<file path="config.mk">
export PLATFORM = sky130hd
export DESIGN_NAME = uart_mult_byte_tx
export DESIGN_NICKNAME = d
export VERILOG_FILES = /design/src/rtl/uart_pkt_pkg.sv /design/src/rtl/uart_byte_tx.sv /design/src/rtl/uart_mult_byte_tx.sv
export SDC_FILE = /design/constraint.sdc
export NUM_CORES = 1
export LEC_CHECK = 0
export BUFFER_PORTS_ARGS = -buffer_cell sky130_fd_sc_hd__buf_4
export CAP_MARGIN = 10
export CORE_MARGIN = 2
export CORE_UTILIZATION = 45
export CTS_BUF_LIST = sky130_fd_sc_hd__clkbuf_4 sky130_fd_sc_hd__clkbuf_8
export DETAILED_ROUTE_END_ITERATION = 16
export GPL_TIMING_DRIVEN = 0
export PLACE_DENSITY = 0.66
export SYNTH_ARGS = -nofsm -noshare
export SYNTH_HDL_FRONTEND = slang
export SYNTH_SLANG_ARGS = --single-unit
export TNS_END_PERCENT = 100
</file>
<file path="constraint.sdc">
create_clock -name sys_clk -period 2.05 [get_ports sys_clk]
set_input_delay 0 -clock sys_clk [delete_from_list [all_inputs] [get_ports sys_clk]]
set_output_delay 0 -clock sys_clk [all_outputs]
set_load 0.01 [all_outputs]
</file>
<file path="src/rtl/uart_pkt_pkg.sv">
// Shared definitions for the multi-byte UART packet transmitter.
// Build option: UART_TX_CKSUM_EN inserts a checksum byte before the tail.
package uart_pkt_pkg;

    localparam logic [7:0] UART_PKT_HEAD = 8'hA5;
    localparam logic [7:0] UART_PKT_TAIL = 8'h5A;

    // pack_num, dataA, dataB hi/lo, dataC hi/lo, dataD
    localparam int unsigned UART_PKT_PAYLOAD_BYTES = 7;

`ifdef UART_TX_CKSUM_EN
    localparam int unsigned UART_PKT_BYTES = UART_PKT_PAYLOAD_BYTES + 3;
`else
    localparam int unsigned UART_PKT_BYTES = UART_PKT_PAYLOAD_BYTES + 2;
`endif

    typedef enum logic [1:0] {
        StIdle,
        StLoadByte,
        StShift,
        StDone
    } pkt_state_e;

    // Packet contents captured at accept; immune to later input changes
    typedef struct packed {
        logic [7:0]  pnum;
        logic [7:0]  a;
        logic [15:0] b;
        logic [15:0] c;
        logic [7:0]  d;
    } pkt_shadow_t;

`ifdef UART_TX_CKSUM_EN
    // 8-bit modular sum of the payload bytes, carries discarded
    function automatic logic [7:0] pkt_cksum(input pkt_shadow_t s);
        logic [7:0] sum;
        sum = s.pnum + s.a + s.b[15:8] + s.b[7:0] + s.c[15:8] + s.c[7:0] + s.d;
        return sum;
    endfunction
`endif

endpackage

</file>
<file path="src/rtl/uart_byte_tx.sv">
// Single-byte 8N1 serialiser: baud counter plus shifter, LSB first.
// byte_ready pulses in the last cycle of the stop bit; a byte_valid in that
// same cycle chains the next frame with no idle gap.
module uart_byte_tx #(
    parameter int unsigned BPS_CNT = 434
) (
    input  logic       sys_clk,
    input  logic       sys_rst,
    input  logic       byte_valid,
    input  logic [7:0] byte_data,
    output logic       byte_ready,
    output logic       txd
);

    localparam int unsigned     CNT_W   = (BPS_CNT > 1) ? $clog2(BPS_CNT) : 1;
    localparam logic [CNT_W-1:0] CNT_MAX = CNT_W'(BPS_CNT - 1);
    localparam logic [3:0]      BIT_STOP = 4'd9;

    logic             active_q, active_d;
    logic [CNT_W-1:0] cnt_q, cnt_d;
    logic [3:0]       bit_q, bit_d;
    // Data bits then stop bit; the start bit is driven directly at load
    logic [8:0]       shift_q, shift_d;
    logic             txd_q, txd_d;
    logic             bit_end;
    logic             load;

    // Next-state: load a new frame, or advance the baud counter and bit position
    always_comb begin
        active_d = active_q;
        cnt_d    = cnt_q;
        bit_d    = bit_q;
        shift_d  = shift_q;
        txd_d    = txd_q;

        bit_end    = active_q && (cnt_q == CNT_MAX);
        byte_ready = bit_end && (bit_q == BIT_STOP);
        load       = byte_valid && (!active_q || byte_ready);

        if (load) begin
            active_d = 1'b1;
            cnt_d    = '0;
            bit_d    = 4'd0;
            shift_d  = {1'b1, byte_data};
            txd_d    = 1'b0;
        end else if (active_q) begin
            if (bit_end) begin
                cnt_d = '0;
                if (bit_q == BIT_STOP) begin
                    active_d = 1'b0;
                    txd_d    = 1'b1;
                end else begin
                    bit_d   = bit_q + 4'd1;
                    txd_d   = shift_q[0];
                    shift_d = {1'b1, shift_q[8:1]};
                end
            end else begin
                cnt_d = cnt_q + 1'b1;
            end
        end
    end

    // State register; line idles high out of reset
    always_ff @(posedge sys_clk) begin
        if (sys_rst) begin
            active_q <= 1'b0;
            cnt_q    <= '0;
            bit_q    <= 4'd0;
            shift_q  <= '1;
            txd_q    <= 1'b1;
        end else begin
            active_q <= active_d;
            cnt_q    <= cnt_d;
            bit_q    <= bit_d;
            shift_q  <= shift_d;
            txd_q    <= txd_d;
        end
    end

    assign txd = txd_q;

endmodule

</file>
<file path="src/rtl/uart_mult_byte_tx.sv">
// Multi-byte UART packet transmitter: sequencer FSM, shadow register,
// byte mux and optional checksum over an 8N1 byte serialiser.
// Build option: UART_TX_CKSUM_EN adds a checksum byte before the tail.
module uart_mult_byte_tx #(
    parameter int unsigned CLK_FREQ = 50_000_000,
    parameter int unsigned UART_BPS = 115200
) (
    input  logic        sys_clk,
    input  logic        sys_rst,
    input  logic        send_req,
    input  logic [7:0]  dataA,
    input  logic [15:0] dataB,
    input  logic [15:0] dataC,
    input  logic [7:0]  dataD,
    output logic        uart_txd,
    output logic        busy,
    output logic        tx_done,
    output logic [7:0]  pack_num
);

    import uart_pkt_pkg::*;

    localparam int unsigned BPS_CNT  = CLK_FREQ / UART_BPS;
    localparam logic [3:0]  LAST_IDX = 4'(UART_PKT_BYTES - 1);

    pkt_state_e  state_q, state_d;
    pkt_shadow_t shadow_q, shadow_d;
    logic [3:0]  idx_q, idx_d;
    logic [7:0]  pack_num_q, pack_num_d;

    logic       byte_valid;
    logic [7:0] byte_data;
    logic       byte_ready;
    logic [3:0] sel_idx;
    logic [7:0] sel_byte;

    // Byte mux addressed by the index of the byte that follows the current one,
    // so the next byte is ready the instant the stop bit finishes
    always_comb begin
        sel_idx = idx_q + 4'd1;
        case (sel_idx)
            4'd1:    sel_byte = shadow_q.pnum;
            4'd2:    sel_byte = shadow_q.a;
            4'd3:    sel_byte = shadow_q.b[15:8];
            4'd4:    sel_byte = shadow_q.b[7:0];
            4'd5:    sel_byte = shadow_q.c[15:8];
            4'd6:    sel_byte = shadow_q.c[7:0];
            4'd7:    sel_byte = shadow_q.d;
`ifdef UART_TX_CKSUM_EN
            4'd8:    sel_byte = pkt_cksum(shadow_q);
`endif
            default: sel_byte = UART_PKT_TAIL;
        endcase
    end

    // Packet sequencer: accept, hand bytes to the serialiser, finish
    always_comb begin
        state_d    = state_q;
        shadow_d   = shadow_q;
        idx_d      = idx_q;
        pack_num_d = pack_num_q;
        byte_valid = 1'b0;
        byte_data  = sel_byte;

        unique case (state_q)
            StIdle, StDone: begin
                if (send_req) begin
                    // HEAD is constant, so it can start before the shadow is loaded
                    state_d    = StLoadByte;
                    shadow_d   = '{pnum: pack_num_q + 8'd1, a: dataA, b: dataB,
                                   c: dataC, d: dataD};
                    idx_d      = 4'd0;
                    byte_valid = 1'b1;
                    byte_data  = UART_PKT_HEAD;
                end else begin
                    state_d = StIdle;
                end
            end
            StLoadByte, StShift: begin
                state_d = StShift;
                if (byte_ready) begin
                    if (idx_q == LAST_IDX) begin
                        state_d    = StDone;
                        pack_num_d = shadow_q.pnum;
                    end else begin
                        state_d    = StLoadByte;
                        idx_d      = sel_idx;
                        byte_valid = 1'b1;
                    end
                end
            end
        endcase
    end

    // Sequencer state, shadow and packet counter registers
    always_ff @(posedge sys_clk) begin
        if (sys_rst) begin
            state_q    <= StIdle;
            shadow_q   <= '0;
            idx_q      <= 4'd0;
            pack_num_q <= 8'd0;
        end else begin
            state_q    <= state_d;
            shadow_q   <= shadow_d;
            idx_q      <= idx_d;
            pack_num_q <= pack_num_d;
        end
    end

    uart_byte_tx #(
        .BPS_CNT (BPS_CNT)
    ) u_byte_tx (
        .sys_clk    (sys_clk),
        .sys_rst    (sys_rst),
        .byte_valid (byte_valid),
        .byte_data  (byte_data),
        .byte_ready (byte_ready),
        .txd        (uart_txd)
    );

    assign busy     = (state_q == StLoadByte) || (state_q == StShift);
    assign tx_done  = (state_q == StDone);
    assign pack_num = pack_num_q;

endmodule

</file>
# == Word-level counts from Yosys, hierarchy flattened ==
# Cells that the tools add are included.
# totals
ff_bits,93
in_bits,51
elab_cells,81
# op_classes
add_sub_neg,4
eq_ne,17
n_mux,28
bitwise_logic,1
n_reduce_logical,18
# op_table
cell,n
8-bit case mux with 7 select lines,1
8-bit two-way mux,6
"4-bit by 3-bit == test with 1-bit output, second input constant",4
1-bit two-way mux,12
4-bit two-way mux,3
3-bit AND reduction,4
"9-bit by 1-bit adder with 9-bit output, second input constant",1
"9-bit == test, second input constant",1
9-bit two-way mux,1
"4-bit by 1-bit adder with 4-bit output, second input constant",2
"8-bit by 1-bit adder with 8-bit output, second input constant",1
"4-bit by 2-bit == test with 1-bit output, second input constant",2
"4-bit == test, second input constant",2
4-bit case mux with 2 select lines,1
"2-bit != test, second input constant",3
2-bit OR reduction,3
"2-bit == test, second input constant",2
"4-bit by 1-bit == test with 1-bit output, second input constant",1
2-bit two-way mux,2
2-bit case mux with 2 select lines,1
2-bit AND reduction,2
2-bit nonzero test,2
1-bit logical AND,3
"2-bit by 1-bit == test with 1-bit output, second input constant",1
other kinds (6),7

# == Logic depth before layout (Yosys ltp) ==
# Gate-level depths: netlist (run 1).
# logic_depth
depth_word,8
ltp_mapped,9
mapped_depth_nobuf,7

# == Hierarchy ==
# From an unflattened synthesis (run 1), not the netlist that was laid out.
# unflattened
hier_cells,532
hier_area_um2,4345.4
# by_module_without_submodules
module,instances,cells_each,area_per_inst_um2,seq_area_each_um2
uart_mult_byte_tx,1,415,3256.9,1401.3
uart_byte_tx,1,117,1088.5,460.4

# == Worst setup path after synthesis (run 1) ==
# Ideal clock, no wire load.
# synth_timing
path_type,register -> register
from,register state_q[0]
to,register u_byte_tx.shift_q[3]
arrival_time_ns,1.854
path_slack_ns,0.071
path_stages_with_launch,8
n_path_buf,1
cell_sequence,dfxtp_1 -> ha_1 -> nor2b_1 -> clkbuf_1 -> o22ai_1 -> a2111oi_0 -> a21boi_0 -> o22ai_1
# synth_via
elab_chain_cells,6
word_cells_on_any_way,14
classes_between,eq/ne (4); mux (3); reduce/logical (7)
# synth_lines
element,line,source
start: declaration,uart_mult_byte_tx.sv:26,"pkt_state_e state_q, state_d;"
start signal: assignment,uart_mult_byte_tx.sv:98,state_q <= StIdle;
start signal: assignment,uart_mult_byte_tx.sv:103,state_q <= state_d;
2-bit by 1-bit == test with 1-bit output (tied with other cells),uart_mult_byte_tx.sv:65,unique case (state_q)
2-bit OR reduction,uart_mult_byte_tx.sv:65,
1-bit case mux with 2 select lines,uart_mult_byte_tx.sv:65,
1-bit logical AND,uart_byte_tx.sv:38,load = byte_valid && (!active_q || byte_ready);
2-bit by 1-bit != test with 1-bit output (no line) / 2-bit nonzero test (equally long branches),--,
3-bit AND reduction (no line),--,
end signal: assignment,uart_byte_tx.sv:75,shift_q <= shift_d;
end: declaration,uart_byte_tx.sv:23,"logic [8:0] shift_q, shift_d;"
# Several ways; a longest one is shown, not always the timed one.
# A chain may end at the register's enable or synchronous reset.

# == Final worst setup path (run 1) ==
# layout_timing
from,register idx_q[1]
to,register u_byte_tx.shift_q[1]
# layout_via
elab_chain_cells,7
word_cells_on_any_way,21
classes_between,add/sub (1); eq/ne (9); mux (7); reduce/logical (4)
# layout_lines
element,line,source
start: declaration,uart_mult_byte_tx.sv:28,"logic [3:0] idx_q, idx_d;"
start signal: assignment,uart_mult_byte_tx.sv:105,idx_q <= idx_d;
branches (longest 7 deep; another with 4-bit by 1-bit adder with 4-bit output),--,
# Several ways; the timed one is not identified.

==> run_results.csv, run 1 <==
group,metric,value,unit
outcome,outcome,"finished, violations left",
outcome,violations,"setup timing",
synthesis,yosysSeqAreaShare,42.5,%
clock_network,clkLatencyLatePin,0.37,ns
critical_path,worst_ep_required_time,2.30,ns
die,rows,36,
sta,fmax,478,MHz
sta,hold_viol_final,0,
sta,setup_slack,-0.0429,ns
detailed_routing,first_pass_iters,7,
detailed_routing,drc,0,
cells_and_area,multiInputGateArea,2490,µm²
cells_and_area,fillCellCount,853,
die,ios,62,
cells_and_area,final_nets,726,
clock_network,htreeDepth,3,
clock_network,clockBufferDepth,2,
clock_network,numCtsBuffers,9,
critical_path,cp_max_fo,10,
die,fp.dieW,103,µm
die,start_util,45.7,%
detailed_routing,detail_route.wl_per_cell,17.1,µm
clock_network,path_clk_slew,0.10,ns
critical_path,slowest_delay,0.47,ns
sta,layout_min_cycle_time,2.09,ns
detailed_routing,first_iter_violations,276,
cells_and_area,mostFrequentLayoutCell,"nand2_1",
detailed_routing,wirelength,13700,µm
global_routing,grt_usage,26.1,%
critical_path,r2r-start,"idx_q[1]",
power_and_ir_drop,leakage,2.26,nW
place,dp_slack,-0.523,ns
critical_path,cp_slowest_cell,"a222oi_1",
job,maxCapViolations,0,
sta,relSlewSlack,59.6,%
clock_network,root_buffer,"clkbuf_8",
sta,fin_crit_sh,102,%
critical_path,critPathLaunch,"idx_q[1]",
detailed_routing,avgViaCountPerCell,5.65,
sta,worstMarginPinSlew,0.606,ns
clock_network,cts_tree,"built",
detailed_routing,ant_nets,0,
sta,finClkSkew,0.0122,ns
critical_path,cp.arrival,2.34,ns
global_routing,antenna_found_initial,0,
place,io_buffers,61,
synthesis,ys_ff_latch,93,
place,dpl_cell_area,5010,µm²
synthesis,ys_types,54,
critical_path,critPathKind,"reg2reg",
sta,finalSetupViolCount,7,
global_routing,grt_max_degree,18,
min_path,hp-class,"in2reg",
detailed_routing,num_vias,4529,
synthesis,synthesis.area,4380,µm²
power_and_ir_drop,power_density,660,nW/µm²
sta,drv_slew,0,
die,fp.dieH,103,µm
synthesis,syn_inst,537,
place,gp_congestion,0.939,
die,die_area,10500,µm²
cells_and_area,drive_gt1_share,20.4,%
cells_and_area,area_delta_synth_final,35.5,%
global_routing,overflow,0,
die,core,9590,µm²
global_routing,grt_pass1_vias,4246,
critical_path,cp-end-kind,"flop",
critical_path,start_kind,"flop",
cells_and_area,final_area,5940,µm²
synthesis,synth_flop_cell,"dfxtp_1",
synthesis,syn_avg_cell_area,8.16,µm²
sta,grt_setup_unrepaired,"true",
min_path,hold_path_startpoint,"send_req",
synthesis,synth_warnings,0,
critical_path,cp_cell_sequence,"inv_1 -> ha_4 -> clkbuf_4 -> a222oi_1 -> o22ai_1 -> o21ai_0 -> a31oi_1",
global_routing,grt_pass1_wl,21100,µm
cells_and_area,antenna_cells,0,
power_and_ir_drop,vdd_drop_max,340,µV
synthesis,syn_nets,600,
cells_and_area,layout_common_cells,"nand2_1 (115), dfxtp_1 (90), buf_4 (70)",
clock_network,cts.sinks,93,
synthesis,synth-edff-count,0,
synthesis,async_flop_share,0,%
place,hpwlAfterDp,9300,µm
cells_and_area,register_area,1870,µm²
## routing by layer
metal	part of all wire (%)	vias to the layer above	wire, µm	track usage [%]
met5	0	-	0	0
met4	3.1	0	428	11.6
met3	4.2	33	574	3.93
met2	49	144	6690	44.3
met1	44	2187	5960	32.7
li1	-	2165	-	-
## layout make-up
class	instances	share of cell area [%]
Buffer	31	2.63
Clock buffer	10	2.32
Inverter	11	0.695
Multi-Input combinational cell	398	41.9
Timing Repair Buffer	119	17.3
Sequential cell	93	31.5
Tap cell	133	2.80
Clock inverter	6	0.927
## what timing repair did
| action | CTS | global route |
|---|---|---|
| hold buffers | 49 | 0 |
| pin swaps | 3 | 8 |
| buffers inserted | 3 | 6 |
| setup endpoints to repair | 88 | 65 |
| endpoints found under the hold margin | 50 | 0 |
| resized for setup | 34 | 31 |
## final timing paths
path / to / slack (ns) / depth (start not counted)
worst max register to register: u_byte_tx.shift_q[1] / -0.04 / 7
worst min-delay path: u_byte_tx.shift_q[4] / 0.18 / 5
worst min register to register: shadow_q[11] / 0.46 / 2
worst max-delay path: u_byte_tx.shift_q[1] / -0.04 / 7
## power breakdown
part	internal [mW]	leakage, nW	switching, mW
clock network	0.498	0.0994	0.719
logic	0.317	1.40	0.372
registers	1.93	0.763	0.0855
## kinds of logic after synthesis
logic type | count (synthesis) | synth area share, %
XOR/XNOR | 15 | 3.00
buffers and inverters | 46 | 3.97
multiplexers | 12 | 2.77
flip-flops | 93 | 42.5
AND/OR/NAND/NOR | 204 | 20.8
AO/OA/AOI/OAI | 155 | 23.6
adder cells (fa/ha/maj) | 12 | 3.42
## cells in the mapped netlist, types with 2 or more instances
master     count  area (µm²)
o221a_2        2        22.5
buf_1          6        22.5
o211ai_1       5        37.5
a31oi_1        7        43.8
o22ai_1        7        43.8
dfxtp_1       93        1860
o31ai_1        3        22.5
a2111oi_0      2        17.5
nand3b_1       4        30.0
a21boi_0       3        22.5
clkbuf_1      28         105
nor3_1         6        30.0
a222oi_1       6        60.1
a211o_1        2        17.5
and3_1         9        56.3
nand4_1        3        18.8
mux2i_1       11         110
a211oi_1      13        97.6
nor2_1        44         165
inv_1         11        41.3
o31a_1         2        17.5
xor2_1         7        61.3
xnor2_1        8        70.1
nand2_1      116         435
a21oi_1       61         305
o21ai_1        2        10.0
nand3_1        7        35.0
a22oi_1        4        30.0
o21ai_0        9        45.0
a221oi_1       6        52.6
o221ai_1       3        26.3
and3b_1        2        17.5
a22o_1        11        96.3
or3_1          3        18.8
ha_1          12         150
## registers in the layout (all words and copies together) (netlist names)
register,count
shadow_q,56
u_byte_tx.cnt_q,9
pack_num,8
u_byte_tx.shift_q,8
idx_q,4
u_byte_tx.bit_q,4
state_q,2
u_byte_tx.active_q,1
u_byte_tx.txd,1
## per-stage QoR
step	instances	hold WS [ns]	util (%)	total power [mW]	setup TNS, ns
6_report	801	0.178	61.9	3.92	-0.151
5_1_grt	801	0.223	61.9	4.10	-1.50
4_1_cts	795	0.149	60.6	3.90	0
3_5_place_dp	731	0.254	52.2	2.61	-16.86
3_3_place_gp	731	0.249	52.2	2.59	-13.20
2_1_floorplan	537	0.132	-	2.38	0
## critical path: cells and delay by family, from the launching register on
family | cells | cell delay, ns
buf+inv | 2 | 0.33
compound gates | 4 | 0.98
fa+ha+maj | 1 | 0.23
flops | 1 | 0.43
Power figures use the tool's default switching activity.
==> run 2: changes to the inputs <==
--- a/config.mk
+++ b/config.mk
@@ -15,5 +15,6 @@
 export PLACE_DENSITY = 0.66
 export SYNTH_ARGS = -nofsm -noshare
 export SYNTH_HDL_FRONTEND = slang
+export SYNTH_HIERARCHICAL = 1
 export SYNTH_SLANG_ARGS = --single-unit
 export TNS_END_PERCENT = 100
==> run 2 against run 1 <==
  * The flow still finishes with violations (setup timing)
  * Global-route usage shrank 0.19 points
  * Sequential power is essentially flat
  * Hold slack lost 0.030 ns
  * Critical path type unchanged
  * Largest power group unchanged
==> run_results.csv, run 2 <==
group,metric,value,unit
synthesis,synth-xor-area-share,2.82,%
detailed_routing,avgViaCountPerCell,5.51,
clock_network,root_buffer,"clkbuf_8",
job,maxCapViolations,0,
synthesis,synth_mux_area_share,3.57,%
global_routing,grt_pass1_wl,21000,µm
clock_network,cts.sinks,93,
clock_network,htreeDepth,3,
cells_and_area,drive_gt1_share,22.5,%
die,core,9280,µm²
synthesis,synthTopCellsByArea,"dfxtp_1 (43%), nand2_1 (11%), a21oi_1 (7.9%), ha_1 (3.5%), nor2_1 (3.0%)",
die,rows,35,
synthesis,yosys.area.top_type,"dfxtp_1",
detailed_routing,detail_route.wl_per_cell,16.3,µm
synthesis,synth-simple-area-share,21.2,%
global_routing,antenna_found_initial,0,
synthesis,syn_avg_cell_area,8.17,µm²
sta,finalSetupViolCount,1,
die,ios,62,
global_routing,grt_max_degree,16,
die,fp.dieW,102,µm
die,die_area,10500,µm²
sta,finClkSkew,0.0136,ns
critical_path,cp_slowest_cell,"dfxtp_4",
synthesis,netlist.area_leader.share,42.8,%
clock_network,numCtsBuffers,9,
cells_and_area,final_area,6050,µm²
sta,hold_viol_final,0,
cells_and_area,largest_reg_flops,56,
critical_path,worst_ep_required_time,2.28,ns
power_and_ir_drop,power_density,671,nW/µm²
global_routing,busiest_layer,"met2",
sta,fmax,487,MHz
detailed_routing,ant_nets,0,
power_and_ir_drop,vdd_drop_max,387,µV
die,start_util,46.8,%
critical_path,start_kind,"flop",
critical_path,reg2reg_slack,-0.003,ns
critical_path,critPathTopFamily,"compound AO/OA/AOI/OAI gates",
sta,layout_min_cycle_time,2.05,ns
detailed_routing,drc,0,
cells_and_area,mostFrequentLayoutCell,"nand2_1",
die,fp.dieH,102,µm
clock_network,clkLatencyLatePin,0.37,ns
cells_and_area,area_delta_synth_final,39.2,%
sta,grt_setup_unrepaired,"true",
critical_path,cp_max_fo,10,
cells_and_area,antenna_cells,0,
place,place.detailed.instances,722,
critical_path,slowest_delay,0.40,ns
critical_path,cp_cell_sequence,"ha_1 -> buf_4 -> clkbuf_4 -> mux2i_4 -> o221ai_2 -> a221oi_2 -> nand4_1",
cells_and_area,top_regs,"shadow_q x56, u_byte_tx/cnt_q x9",
outcome,outcome,"finished, violations left",
clock_network,path_clk_slew,0.09,ns
sta,drv_slew,0,
synthesis,ys_types,52,
synthesis,ys_ff_latch,93,
cells_and_area,layout_common_cells,"nand2_1 (118), dfxtp_1 (87), buf_4 (81)",
synthesis,synth_top_family_by_area,"compound AO/OA/AOI/OAI gates",
synthesis,synth_flop_cell,"dfxtp_1",
global_routing,use_met3,3.56,%
clock_network,clockBufferDepth,2,
synthesis,synth_warnings,6,
synthesis,synth_most_common_cell,"nand2_1",
place,gp_congestion,0.907,
synthesis,async_flop_share,0,%
global_routing,grt_pass1_vias,4365,
global_routing,use_met1,32.6,%
cells_and_area,final_nets,729,
detailed_routing,wirelength,13000,µm
synthesis,yosys-top-cells-count,"nand2_1 (122), dfxtp_1 (93), a21oi_1 (69)",
critical_path,critPathBufInv,2,
power_and_ir_drop,leakage,2.37,nW
sta,setup_slack,-0.00300,ns
min_path,hp-class,"in2reg",
detailed_routing,first_pass_iters,7,
critical_path,cp-end-kind,"flop",
global_routing,use_met2,44.9,%
place,io_buffers,61,
global_routing,grt_usage,25.9,%
sta,tns,-0.00300,ns
sta,relSlewSlack,57.8,%
detailed_routing,num_vias,4400,
cells_and_area,utilization,65.1,%
place,dp_slack,-0.670,ns
critical_path,cp.arrival,2.28,ns
cells_and_area,fillCellCount,797,
synthesis,synth-edff-count,0,
global_routing,overflow,0,
synthesis,yosysSeqAreaShare,42.8,%
sta,worstMarginPinSlew,0.633,ns
synthesis,syn_nets,595,
synthesis,syn_inst,532,
synthesis,synth_compound_area_share,22.1,%
sta,fin_crit_sh,100,%
place,dpl_cell_area,5030,µm²
detailed_routing,first_iter_violations,233,
critical_path,critPathKind,"reg2reg",
cells_and_area,layout.cells.non_filler,799,
cells_and_area,top_register,"shadow_q",
place,hpwlAfterDp,8760,µm
synthesis,synthAdderAreaFrac,3.46,%
outcome,violations,"setup timing",
clock_network,cts_tree,"built",
synthesis,synthesis.area,4350,µm²
==> run 2: repair_timing <==
| action | 4_1_cts | 5_1_grt |
|---|---|---|
| hold buffers | 49 | 0 |
| pin swaps | 9 | 6 |
| buffers inserted | 15 | 5 |
| endpoints found under the hold margin | 51 | 0 |
| resized for setup | 46 | 12 |
| setup endpoints to repair | 60 | 26 |
==> run 2: metal layers <==
layer  wire length (µm)  vias to the layer above
met5                  0                        -
met4                295                        0
met3                684                       26
met2               6470                      151
met1               5560                     2075
li1                   -                     2148
==> run 2: path summary, 6_finish.rpt <==
| kind | from | endpoint | cells after the start |
|---|---|---|---|
| setup / recovery | idx_q[0] | u_byte_tx/shift_q[7] | 7 |
| hold / removal | send_req | shadow_q[1] | 5 |
| setup reg to reg | idx_q[0] | u_byte_tx/shift_q[7] | 7 |
| hold reg to reg | shadow_q[26] | shadow_q[26] | 2 |
==> run 2: per-stage QoR <==
step,power [mW],hold slack [ns]
final,4.06,0.149
after CTS,4.04,0.145
after floorplan,2.41,0.0691
after global placement,2.63,0.232
after detailed placement,2.65,0.231
after global routing,4.22,0.158
==> run 2: power breakdown <==
part / total, mW / switching (mW) / leakage (nW) / internal (mW)
logic: 0.707 / 0.368 / 1.49 / 0.338
registers: 2.02 / 0.0877 / 0.765 / 1.93
clock network: 1.34 / 0.654 / 0.109 / 0.683
==> run 2: cells by family after synthesis <==
family                   count (synthesis)
AO/OA/AOI/OAI                          147
XOR/XNOR                                14
adder cells (fa/ha/maj)                 12
buffers and inverters                   45
flip-flops                              93
multiplexers                            15
AND/OR/NAND/NOR                        206
==> run 2: layout make-up <==
class                           count  area [µm²]  share of cell area, %
Tap cell                          129         161                   2.67
Multi-Input combinational cell    394        2470                   40.8
Clock inverter                      6        87.6                   1.45
Inverter                            7        28.8                  0.476
Clock buffer                        9         124                   2.05
Timing Repair Buffer              130        1110                   18.4
Buffer                             31         191                   3.17
Sequential cell                    93        1880                   31.0
==> run 2: worst register-to-register path, delay by kind of cell (launching register included) <==
kind / cells / cell delay (ns)
AO/OA/AOI/OAI: 2 / 0.45
flip-flops: 1 / 0.40
multiplexers: 1 / 0.29
AND/OR/NAND/NOR: 1 / 0.11
buffers and inverters: 2 / 0.44
adder cells (fa/ha/maj): 1 / 0.24
